===== src/rtl/gsim_result_buffer_if.sv =====
// Handshake bundle between the Gauss-Seidel solver, the result buffer
// and the downstream consumer.
interface gsim_result_buffer_if #(
    parameter int DW = 32,
    parameter int IW = 4
);
    logic          in_valid;
    logic [DW-1:0] in_data;
    logic          out_valid;
    logic          out_ready;
    logic [DW-1:0] out_data;
    logic [IW-1:0] out_idx;
    logic          out_last;
    logic          err_overflow;

    // Environment side: solver and consumer
    modport master (
        output in_valid,
        output in_data,
        output out_ready,
        input  out_valid,
        input  out_data,
        input  out_idx,
        input  out_last,
        input  err_overflow
    );

    // Buffer side
    modport slave (
        input  in_valid,
        input  in_data,
        input  out_ready,
        output out_valid,
        output out_data,
        output out_idx,
        output out_last,
        output err_overflow
    );
endinterface


===== src/rtl/gsim_result_buffer.sv =====
// Ping-pong frame buffer for the Gauss-Seidel solver output stream.
// Macro GSIM_RESBUF_ROUND_EN adds Q16.16 -> int16 round/saturate.
module gsim_result_buffer #(
    parameter int DEPTH = 16,
    parameter int DW    = 32
) (
    input  logic                 clk,
    input  logic                 reset,
    gsim_result_buffer_if.slave  bus
);
    localparam int IW = $clog2(DEPTH);
    localparam logic [IW-1:0] LAST = IW'(DEPTH - 1);

    typedef enum logic {
        IDLE,
        SEND
    } state_t;

    logic [DW-1:0] mem [2][DEPTH];

    logic [1:0]    full;
    logic [1:0]    full_q;
    logic          wr_bank;
    logic [IW-1:0] wr_cnt;
    logic          drop_frame;
    logic          err_q;

    state_t        state;
    logic          rd_bank;
    logic [IW-1:0] rd_cnt;
    logic          out_valid_q;
    logic [DW-1:0] out_data_q;
    logic [IW-1:0] out_idx_q;
    logic          out_last_q;

    logic          drop_start;
    logic          dropping;
    logic          wr_en;
    logic          wr_set;
    logic          rd_done;
    logic [IW-1:0] rd_nxt;
    logic [DW-1:0] rd_word;

`ifdef GSIM_RESBUF_ROUND_EN
    localparam logic signed [DW:0] HALF = (DW + 1)'(32768);

    function automatic logic [DW-1:0] fmt(input logic [DW-1:0] w);
        logic signed [DW:0] s;
        logic signed [DW:0] q;
        logic [15:0]        r;
        s = $signed({w[DW-1], w}) + HALF;
        q = s >>> 16;
        if (&q[DW:15] || ~|q[DW:15]) begin
            r = q[15:0];
        end else begin
            r = q[DW] ? 16'h8000 : 16'h7fff;
        end
        return {{(DW - 16){r[15]}}, r};
    endfunction
`else
    function automatic logic [DW-1:0] fmt(input logic [DW-1:0] w);
        return w;
    endfunction
`endif

    // Beat qualification: drop decision, write enable, bank-complete
    always_comb begin
        drop_start = bus.in_valid && (wr_cnt == '0) && full[wr_bank];
        dropping   = drop_frame || drop_start;
        wr_en      = bus.in_valid && !dropping;
        wr_set     = wr_en && (wr_cnt == LAST);
        rd_done    = (state == SEND) && bus.out_ready && (rd_cnt == LAST);
        rd_nxt     = (state == SEND) ? rd_cnt + 1'b1 : '0;
        rd_word    = fmt(mem[rd_bank][rd_nxt]);
    end

    // Frame storage, no reset so it maps onto RAM
    always_ff @(posedge clk) begin
        if (wr_en) begin
            mem[wr_bank][wr_cnt] <= bus.in_data;
        end
    end

    // Write pointer, frame drop and sticky overflow flag
    always_ff @(posedge clk) begin
        if (reset) begin
            wr_bank    <= 1'b0;
            wr_cnt     <= '0;
            drop_frame <= 1'b0;
            err_q      <= 1'b0;
        end else if (bus.in_valid) begin
            wr_cnt <= wr_cnt + 1'b1;
            if (drop_start) begin
                drop_frame <= 1'b1;
                err_q      <= 1'b1;
            end
            if (wr_cnt == LAST) begin
                drop_frame <= 1'b0;
                if (!dropping) begin
                    wr_bank <= ~wr_bank;
                end
            end
        end
    end

    // Bank full flags; set and clear always hit different banks
    always_ff @(posedge clk) begin
        if (reset) begin
            full   <= '0;
            full_q <= '0;
        end else begin
            full_q <= full;
            if (rd_done) begin
                full[rd_bank] <= 1'b0;
            end
            if (wr_set) begin
                full[wr_bank] <= 1'b1;
            end
        end
    end

    // Read FSM with registered output word, index and last flag
    always_ff @(posedge clk) begin
        if (reset) begin
            state       <= IDLE;
            rd_bank     <= 1'b0;
            rd_cnt      <= '0;
            out_valid_q <= 1'b0;
            out_data_q  <= '0;
            out_idx_q   <= '0;
            out_last_q  <= 1'b0;
        end else begin
            case (state)
                IDLE: begin
                    if (full_q[rd_bank] && full[rd_bank]) begin
                        state       <= SEND;
                        rd_cnt      <= '0;
                        out_valid_q <= 1'b1;
                        out_data_q  <= rd_word;
                        out_idx_q   <= '0;
                        out_last_q  <= (rd_nxt == LAST);
                    end
                end
                SEND: begin
                    if (bus.out_ready) begin
                        if (rd_cnt == LAST) begin
                            state       <= IDLE;
                            rd_bank     <= ~rd_bank;
                            rd_cnt      <= '0;
                            out_valid_q <= 1'b0;
                            out_last_q  <= 1'b0;
                        end else begin
                            rd_cnt      <= rd_nxt;
                            out_data_q  <= rd_word;
                            out_idx_q   <= rd_nxt;
                            out_last_q  <= (rd_nxt == LAST);
                        end
                    end
                end
                default: begin
                    state <= IDLE;
                end
            endcase
        end
    end

    assign bus.out_valid    = out_valid_q;
    assign bus.out_data     = out_data_q;
    assign bus.out_idx      = out_idx_q;
    assign bus.out_last     = out_last_q;
    assign bus.err_overflow = err_q;

endmodule


===== src/flat_wrapper.sv =====
// flat-port wrapper written by rule: the top's interface ports become plain ports
module gsim_result_buffer_flat 
#(
    parameter int DEPTH = 16,
    parameter int DW    = 32
)
  (clk, reset, bus_in_valid, bus_in_data, bus_out_ready, bus_out_valid, bus_out_data, bus_out_idx, bus_out_last, bus_err_overflow);
  gsim_result_buffer_if #(.DW(DW), .IW(4)) bus_i ();
  input  logic clk;
  input  logic reset;
  input wire logic [$bits(bus_i.in_valid)-1:0] bus_in_valid;
  input wire logic [$bits(bus_i.in_data)-1:0] bus_in_data;
  input wire logic [$bits(bus_i.out_ready)-1:0] bus_out_ready;
  output wire logic [$bits(bus_i.out_valid)-1:0] bus_out_valid;
  output wire logic [$bits(bus_i.out_data)-1:0] bus_out_data;
  output wire logic [$bits(bus_i.out_idx)-1:0] bus_out_idx;
  output wire logic [$bits(bus_i.out_last)-1:0] bus_out_last;
  output wire logic [$bits(bus_i.err_overflow)-1:0] bus_err_overflow;
  assign bus_i.in_valid = bus_in_valid;
  assign bus_i.in_data = bus_in_data;
  assign bus_i.out_ready = bus_out_ready;
  assign bus_out_valid = bus_i.out_valid;
  assign bus_out_data = bus_i.out_data;
  assign bus_out_idx = bus_i.out_idx;
  assign bus_out_last = bus_i.out_last;
  assign bus_err_overflow = bus_i.err_overflow;
  gsim_result_buffer #(.DEPTH(DEPTH), .DW(DW)) u_core (.clk(clk), .reset(reset), .bus(bus_i));
endmodule

===== config.mk =====
export PLATFORM = sky130hd
export DESIGN_NAME = gsim_result_buffer_flat
export DESIGN_NICKNAME = d
export VERILOG_FILES = /design/src/rtl/gsim_result_buffer_if.sv /design/src/rtl/gsim_result_buffer.sv /design/src/flat_wrapper.sv
export SDC_FILE = /design/constraint.sdc
export NUM_CORES = 1
export LEC_CHECK = 0
export BUFFER_PORTS_ARGS = -buffer_cell sky130_fd_sc_hd__clkbuf_2
export CAP_MARGIN = 20
export CORE_UTILIZATION = 35
export CTS_BUF_LIST = sky130_fd_sc_hd__clkbuf_2
export DETAILED_ROUTE_END_ITERATION = 8
export SYNTH_ARGS = -nofsm -noshare
export SYNTH_HDL_FRONTEND = slang
export SYNTH_SLANG_ARGS = --single-unit
export TNS_END_PERCENT = 50

===== constraint.sdc =====
create_clock -name clk -period 4.4 [get_ports clk]
set_input_delay 0.88 -clock clk [delete_from_list [all_inputs] [get_ports clk]]
set_output_delay 0.88 -clock clk [all_outputs]
set_load 0.01 [all_outputs]

# Yosys cells after proc, flatten, opt, wreduce, memory -nomap -nowiden
# Memories as Yosys holds them, arrays and structs flattened. A register that Yosys moved wholly into a read port is not among the register bits.
# Cells that the tools add are included.
totals:
  register_bits: 55
  ram_bits: 1024
  output_inout_bits: 39
  elab_cells: 108
  mem_count: 1
memory_table:
  columns: ["name", "depth", "width", "read_ports", "rd_clocked_by_memory_dff", "wr", "line", "text"]
  rows:
  - ["u_core.mem", 2, 512, 1, 1, 1, "gsim_result_buffer.sv:19", "logic [DW-1:0] mem [2][DEPTH];"]
op_classes:
  addsub: 2
  n_lt_le_gt_ge: 7
  n_eq_ne: 7
  mux: 48
  bitwise_logic: 9
  n_reduce_logical: 21
op_table:
  columns: ["cell", "n"]
  rows:
  - ["$mux W512", 1]
  - ["$mux W32", 6]
  - ["$bmux W32 S4", 1]
  - ["$demux W32 S4", 1]
  - ["$pmux W32 S2", 1]
  - ["$mux W4", 6]
  - ["$mux W1", 22]
  - ["$pmux W4 S2", 2]
  - ["$eq A4 B4 Y1 const B", 3]
  - ["$reduce_and A3 Y1", 4]
  - ["$ge A5 B5 Y1 const B", 2]
  - ["$logic_and A1 B1 Y1", 10]
  - ["$not A4 Y5", 2]
  - ["$add A4 B1 Y4 const B", 2]
  - ["$mux W2", 3]
  - ["$ne A2 B2 Y1 const B", 3]
  - ["$pmux W1 S2", 3]
  - ["$reduce_and A2 Y1", 3]
  - ["$lt A5 B1 Y1 const B", 1]
  - ["$logic_not A4 Y1", 1]
  - ["$lt A1 B2 Y1 const B", 2]
  - ["$not A1 Y1", 4]
  - ["$and A2 B2 Y2", 1]
  - ["$demux W1 S1", 2]
  - ["7 further kinds", 8]

# Logic depth before layout (Yosys ltp)
logic_depth:
  word_depth: 10
  depth_mapped: 9
  mapped_depth_nobuf: 6

# Worst setup path after synthesis
# Ideal clock, no wire load.
synth_timing:
  kind: "input port to flip-flop"
  from: "in bus_in_valid"
  to: "mem u_core.mem[0][64] (netlist bit) (enable)"
  setup_ps: 461
  arrival_time_ps: 3878
  slack_ps: 61
  path_stages: 5
  path_buffers: 1
  cell_sequence: "clkbuf_1 > a41oi_1 > and2_1 > nand2_1 > nor3_1"
synth_between:
  elab_chain_len: 7
synth_rtl:
  columns: ["element", "line", "text"]
  rows:
  - ["start: declaration", "flat_wrapper.sv:11", "input wire logic [$bits(bus_i.in_valid)-1:0] bus_in_valid;"]
  - ["$logic_and A1 B1 Y1 (2 in a row)", "gsim_result_buffer.sv:68", "drop_start = bus.in_valid && (wr_cnt == '0) && full[wr_bank];"]
  - ["$logic_or A1 B1 Y1", "gsim_result_buffer.sv:69", "dropping = drop_frame || drop_start;"]
  - ["$logic_not A1 Y1", "gsim_result_buffer.sv:70", "wr_en = bus.in_valid && !dropping;"]
  - ["$logic_and A1 B1 Y1 (*)", "gsim_result_buffer.sv:70", null]
  - ["$mux W1 (*)", "gsim_result_buffer.sv:79", "if (wr_en) begin"]
  - ["$mux W512 (implied by the code) (*)", "gsim_result_buffer.sv:80", "mem[wr_bank][wr_cnt] <= bus.in_data;"]
  - ["end: declaration", "gsim_result_buffer.sv:19", null]
# Every way passes the cells marked *; elsewhere a longest branch is shown, timed or not.

# Worst setup path in the final report
layout_timing:
  from: "reg u_core.wr_bank"
  to: "mem u_core.mem[0][307] (netlist bit) (enable)"
layout_between:
  elab_chain_len: 8
layout_rtl:
  columns: ["element", "line", "text"]
  rows:
  - ["start: declaration", "gsim_result_buffer.sv:23", "logic wr_bank;"]
  - ["start signal: assignment", "gsim_result_buffer.sv:100", "wr_bank <= ~wr_bank;"]
  - ["$mux W1 (implied by the code) (2 in a row)", "gsim_result_buffer.sv:68", null]
  - ["$logic_and A1 B1 Y1", "gsim_result_buffer.sv:68", null]
  - ["$logic_or A1 B1 Y1", "gsim_result_buffer.sv:69", null]
  - ["$logic_not A1 Y1", "gsim_result_buffer.sv:70", null]
  - ["$logic_and A1 B1 Y1", "gsim_result_buffer.sv:70", null]
  - ["$mux W1", "gsim_result_buffer.sv:79", null]
  - ["$mux W512 (implied by the code)", "gsim_result_buffer.sv:80", null]
# Several ways; a longest one is shown, not always the timed one. The select of a mux whose other input is x is not followed.

==> metrics.md <==
| Metric | Value |
|---|---|
| Critical path endpoint category | `flip-flop` |
| Fin crit period | `3403 ps` |
| Share of cells above drive strength 1 | `28.98%` |
| Max Cap Viol | `0` |
| Seq/Total Area, Yosys | `77.76%` |
| Post-route DRC violation count | `0` |
| Layout Cells excl Fill | `4022` |
| Crit path DAT | `4540 ps` |
| Via density | `5.341` |
| Crit path from | `u_core.wr_bank$_SDFFE_PP0P_` |
| Post-route clock period utilization | `77.35%` |
| Net count after synthesis | `2064` |
| Reg2reg start | `u_core.wr_bank$_SDFFE_PP0P_` |
| Synthesized flop and latch total | `1080` |
| Unique cell type count in the Yosys netlist | `49` |
| Drt first pass iters | `5` |
| Cts hold-fix bufs | `11` |
| Worst Path Buf+Inv | `1` |
| Reg2Reg Depth | `6` |
| Finished Core Util | `39.62%` |
| HP Class | `in -> reg` |
| Pre-CTS setup slack | `1054 ps` |
| DR vias | `21480` |
| DR WL/cell | `26.81 microns` |
| Hold Vio Cnt, Final | `0` |
| CTS tree | `done` |
| Core area | `116200 sq um` |
| Worst-Margin Slew | `1104 ps` |
| Leak | `14.07 nW` |
| Core Rows | `125` |
| Postcts setup bufs | `0` |
| Delay-heaviest family, CP | `simple AND/OR/NAND/NOR gates` |
| Ports | `75` |
| Number of cells on the critical path | `6` |
| GRT Util Overall | `18.27%` |
| CTS H-Tree Depth | `4` |
| CTS Buffer Depth | `3` |
| Root Driver | `clkbuf_2` |
| Cells after Synth | `2023` |
| Top cell type's share of synthesized area | `75.02%` |
| Largest net degree at the start of global routing | `81` |
| Area grow syn2layout | `12.34%` |
| Largest area contributor in the netlist | `edfxtp_1` |
| Final Skew | `87.19 ps` |
| Routed Antenna Nets | `0` |
| Die X | `344.2 microns` |
| CTS Sinks | `1080` |
| Crit-path cells | `mux2_2 -> a41oi_1 -> and2_1 -> nand2_1 -> nor2_4 -> buf_12` |
| Mapped Area | `40990 sq um` |
| Clock Latency Late Sink | `1500 ps` |
| Final setup violation count | `0` |
| Gpl congestion | `0.8843` |
| Slew headroom | `26.41%` |
| Power Density | `389.6 nW/um^2` |
| Worst Path Required | `5530 ps` |
| WS Path Type | `reg -> reg` |
| Post-route setup TNS | `0 ps` |
| VDD IR-drop max | `0.0002024 V` |
| Tot Pwr | `17.94 mW` |
| Synth area leaders | `edfxtp_1 (75%), mux4_2 (9.0%), mux2i_1 (4.5%)` |
| CP max stage delay | `760 ps` |
| Detailed Route Iter0 Violations | `1983` |
| Nets | `2333` |
| Fmax | `293.8 MHz` |
| Fin. max-slew vios | `0` |
| Vias in the first global route | `21950` |
| Avg Inst Size Synth | `20.26 sq um` |
| Gr ovfl total | `0` |
| Initial Util | `35.27%` |
| Initial antenna violation count | `5` |
| YS warnings | `0` |
| Worst Setup EP | `u_core.mem[0][307]$_DFFE_PP_` |
| Worst R2R Setup Slack | `1000 ps` |
| First-pass GRT wire length | `154000 microns` |
| PostCTS Resize Cnt | `0` |
| Post-route setup slack | `996.7 ps` |
| Die Y | `344.2 microns` |
| RSZ-0062 raised after global routing | `false` |
| Worst setup SP type | `flip-flop` |
| Clock-pin slew on the worst setup and hold paths | `120 ps` |
| Worst-path fanout max | `17` |
| Num CTS Buffers | `241` |
| Worst path slowest cell | `nor2_4` |
| Routed wire length | `107800 microns` |
| Die ar. | `118500 sq um` |
| DP Cell Count | `3560` |
| Placed wire-length estimate | `66890 microns` |
| IO Port Bufs | `74` |
| FF-to-FF End | `u_core.mem[0][307]$_DFFE_PP_` |
| Status | `finished, final reports clean` |
==> power breakdown <==
part           total [mW]  switching (mW)  internal [mW]  leakage, nW
registers            11.3          0.0155           11.3         9.68
logic               0.371           0.303         0.0684         2.71
clock network        6.26            3.89           2.37         1.68
total                17.9            4.20           13.7         14.1
==> per-stage QoR <==
step | instance area (sq um) | hold slack [ps]
after global routing | 46030 | 36.30
final | 46040 | 189.1
after global placement | 43600 | 454.3
after floorplan | 40990 | 467.3
after detailed placement | 43600 | 457.8
after CTS | 45980 | 2.314
==> flip-flops by register name, summed over array words and instances (netlist names), named ones only <==
signal / cells
u_core.full_q: 2
u_core.rd_bank: 1
u_core.state: 1
u_core.full: 2
u_core.bus.out_valid: 1
u_core.bus.out_data: 32
u_core.wr_bank: 1
u_core.bus.out_last: 1
u_core.mem: 1024
u_core.bus.err_overflow: 1
u_core.drop_frame: 1
u_core.rd_cnt: 4
u_core.wr_cnt: 4
u_core.bus.out_idx: 4
==> layout by cell type, fill, tap and decap left out, types with 5 or more instances in the layout <==
master | Yosys | routed
nor2_1 | 50 | 20
a21oi_1 | 45 | 45
nor2_4 | 0 | 30
a21o_1 | 21 | 21
nor3_1 | 18 | 14
ha_1 | 5 | 5
buf_4 | 16 | 45
diode_2 | 0 | 7
clkinv_1 | 0 | 73
dfxtp_1 | 56 | 54
mux4_2 | 163 | 163
clkinv_2 | 0 | 17
inv_6 | 0 | 5
buf_12 | 0 | 16
mux2i_1 | 186 | 186
nand2_1 | 45 | 45
o21ai_0 | 12 | 12
dlygate4sd3_1 | 0 | 11
a31oi_1 | 10 | 10
o311ai_1 | 20 | 20
edfxtp_1 | 1024 | 1024
o22ai_1 | 60 | 60
a211o_1 | 11 | 11
clkbuf_2 | 2 | 410
a22oi_1 | 118 | 118
==> Yosys cell counts, drive strengths merged <==
| cell type | instances |
|---|---|
| o21a | 1 |
| a22oi | 118 |
| inv | 5 |
| nand4b | 1 |
| a21o | 21 |
| o22ai | 60 |
| mux4 | 163 |
| a221oi | 1 |
| nor3 | 19 |
| buf | 66 |
| a31oi | 10 |
| ha | 5 |
| edfxtp | 1024 |
| nor2 | 51 |
| nand3 | 5 |
| xor2 | 4 |
| or3 | 3 |
| nand4 | 4 |
| and3 | 2 |
| nand2b | 1 |
| mux2 | 3 |
| mux2i | 186 |
| o31ai | 1 |
| nor2b | 4 |
| nand3b | 3 |
| dfxtp | 56 |
| a21oi | 46 |
| o311ai | 20 |
| clkbuf | 55 |
| a41oi | 2 |
| and3b | 1 |
| a221o | 1 |
| or3b | 2 |
| o221ai | 1 |
| o21ai | 13 |
| and2 | 1 |
| xnor2 | 4 |
| a211o | 11 |
| nor3b | 4 |
| nand2 | 45 |
==> metal layers <==
layer / routed length, microns / vias up / track usage (%) / share of wire (%)
li1: - / 9147 / - / -
met1: 42560 / 11210 / 22.91 / 39
met2: 54660 / 932 / 30.75 / 51
met3: 6722 / 186 / 3.814 / 6.2
met4: 3851 / 6 / 7.614 / 3.6
met5: 31 / - / 0 / 0.029
==> final cells by class <==
class                      count  area, sq um
inverter                       5        18.77
sequential                  1080        31880
timing repair buffer         147         1166
fill                       10400        70160
clock inverter               106        590.6
antenna                        7        17.52
tap                         1524         1907
clock buffer                 336         1682
multi-input combinational    817         8787
==> how the worst min path moves through the flow <==
stage / startpoint / end / slack [ps] / cells past startpoint
floorplan: u_core.full[0]$_SDFF_PP0_ / u_core.full[0]$_SDFF_PP0_ / 470 / 2
global placement: u_core.bus.out_last$_SDFFE_PP0P_ / u_core.bus.out_last$_SDFFE_PP0P_ / 450 / 2
detailed placement: u_core.bus.out_last$_SDFFE_PP0P_ / u_core.bus.out_last$_SDFFE_PP0P_ / 460 / 2
CTS: bus_in_data[23] / u_core.mem[1][87]$_DFFE_PP_ / 2 / 1
global route: bus_in_data[4] / u_core.mem[0][484]$_DFFE_PP_ / 40 / 1
finish: bus_in_data[20] / u_core.mem[0][20]$_DFFE_PP_ / 190 / 1
==> kinds of logic after synthesis <==
family	share of synthesized area [%]
mux	13.58
xor+xnor	0.1709
compound gates	5.153
buf+inv	1.551
simple gates	1.633
fa+ha+maj	0.1526
flops	77.76
(Power assumes the default switching activity.)
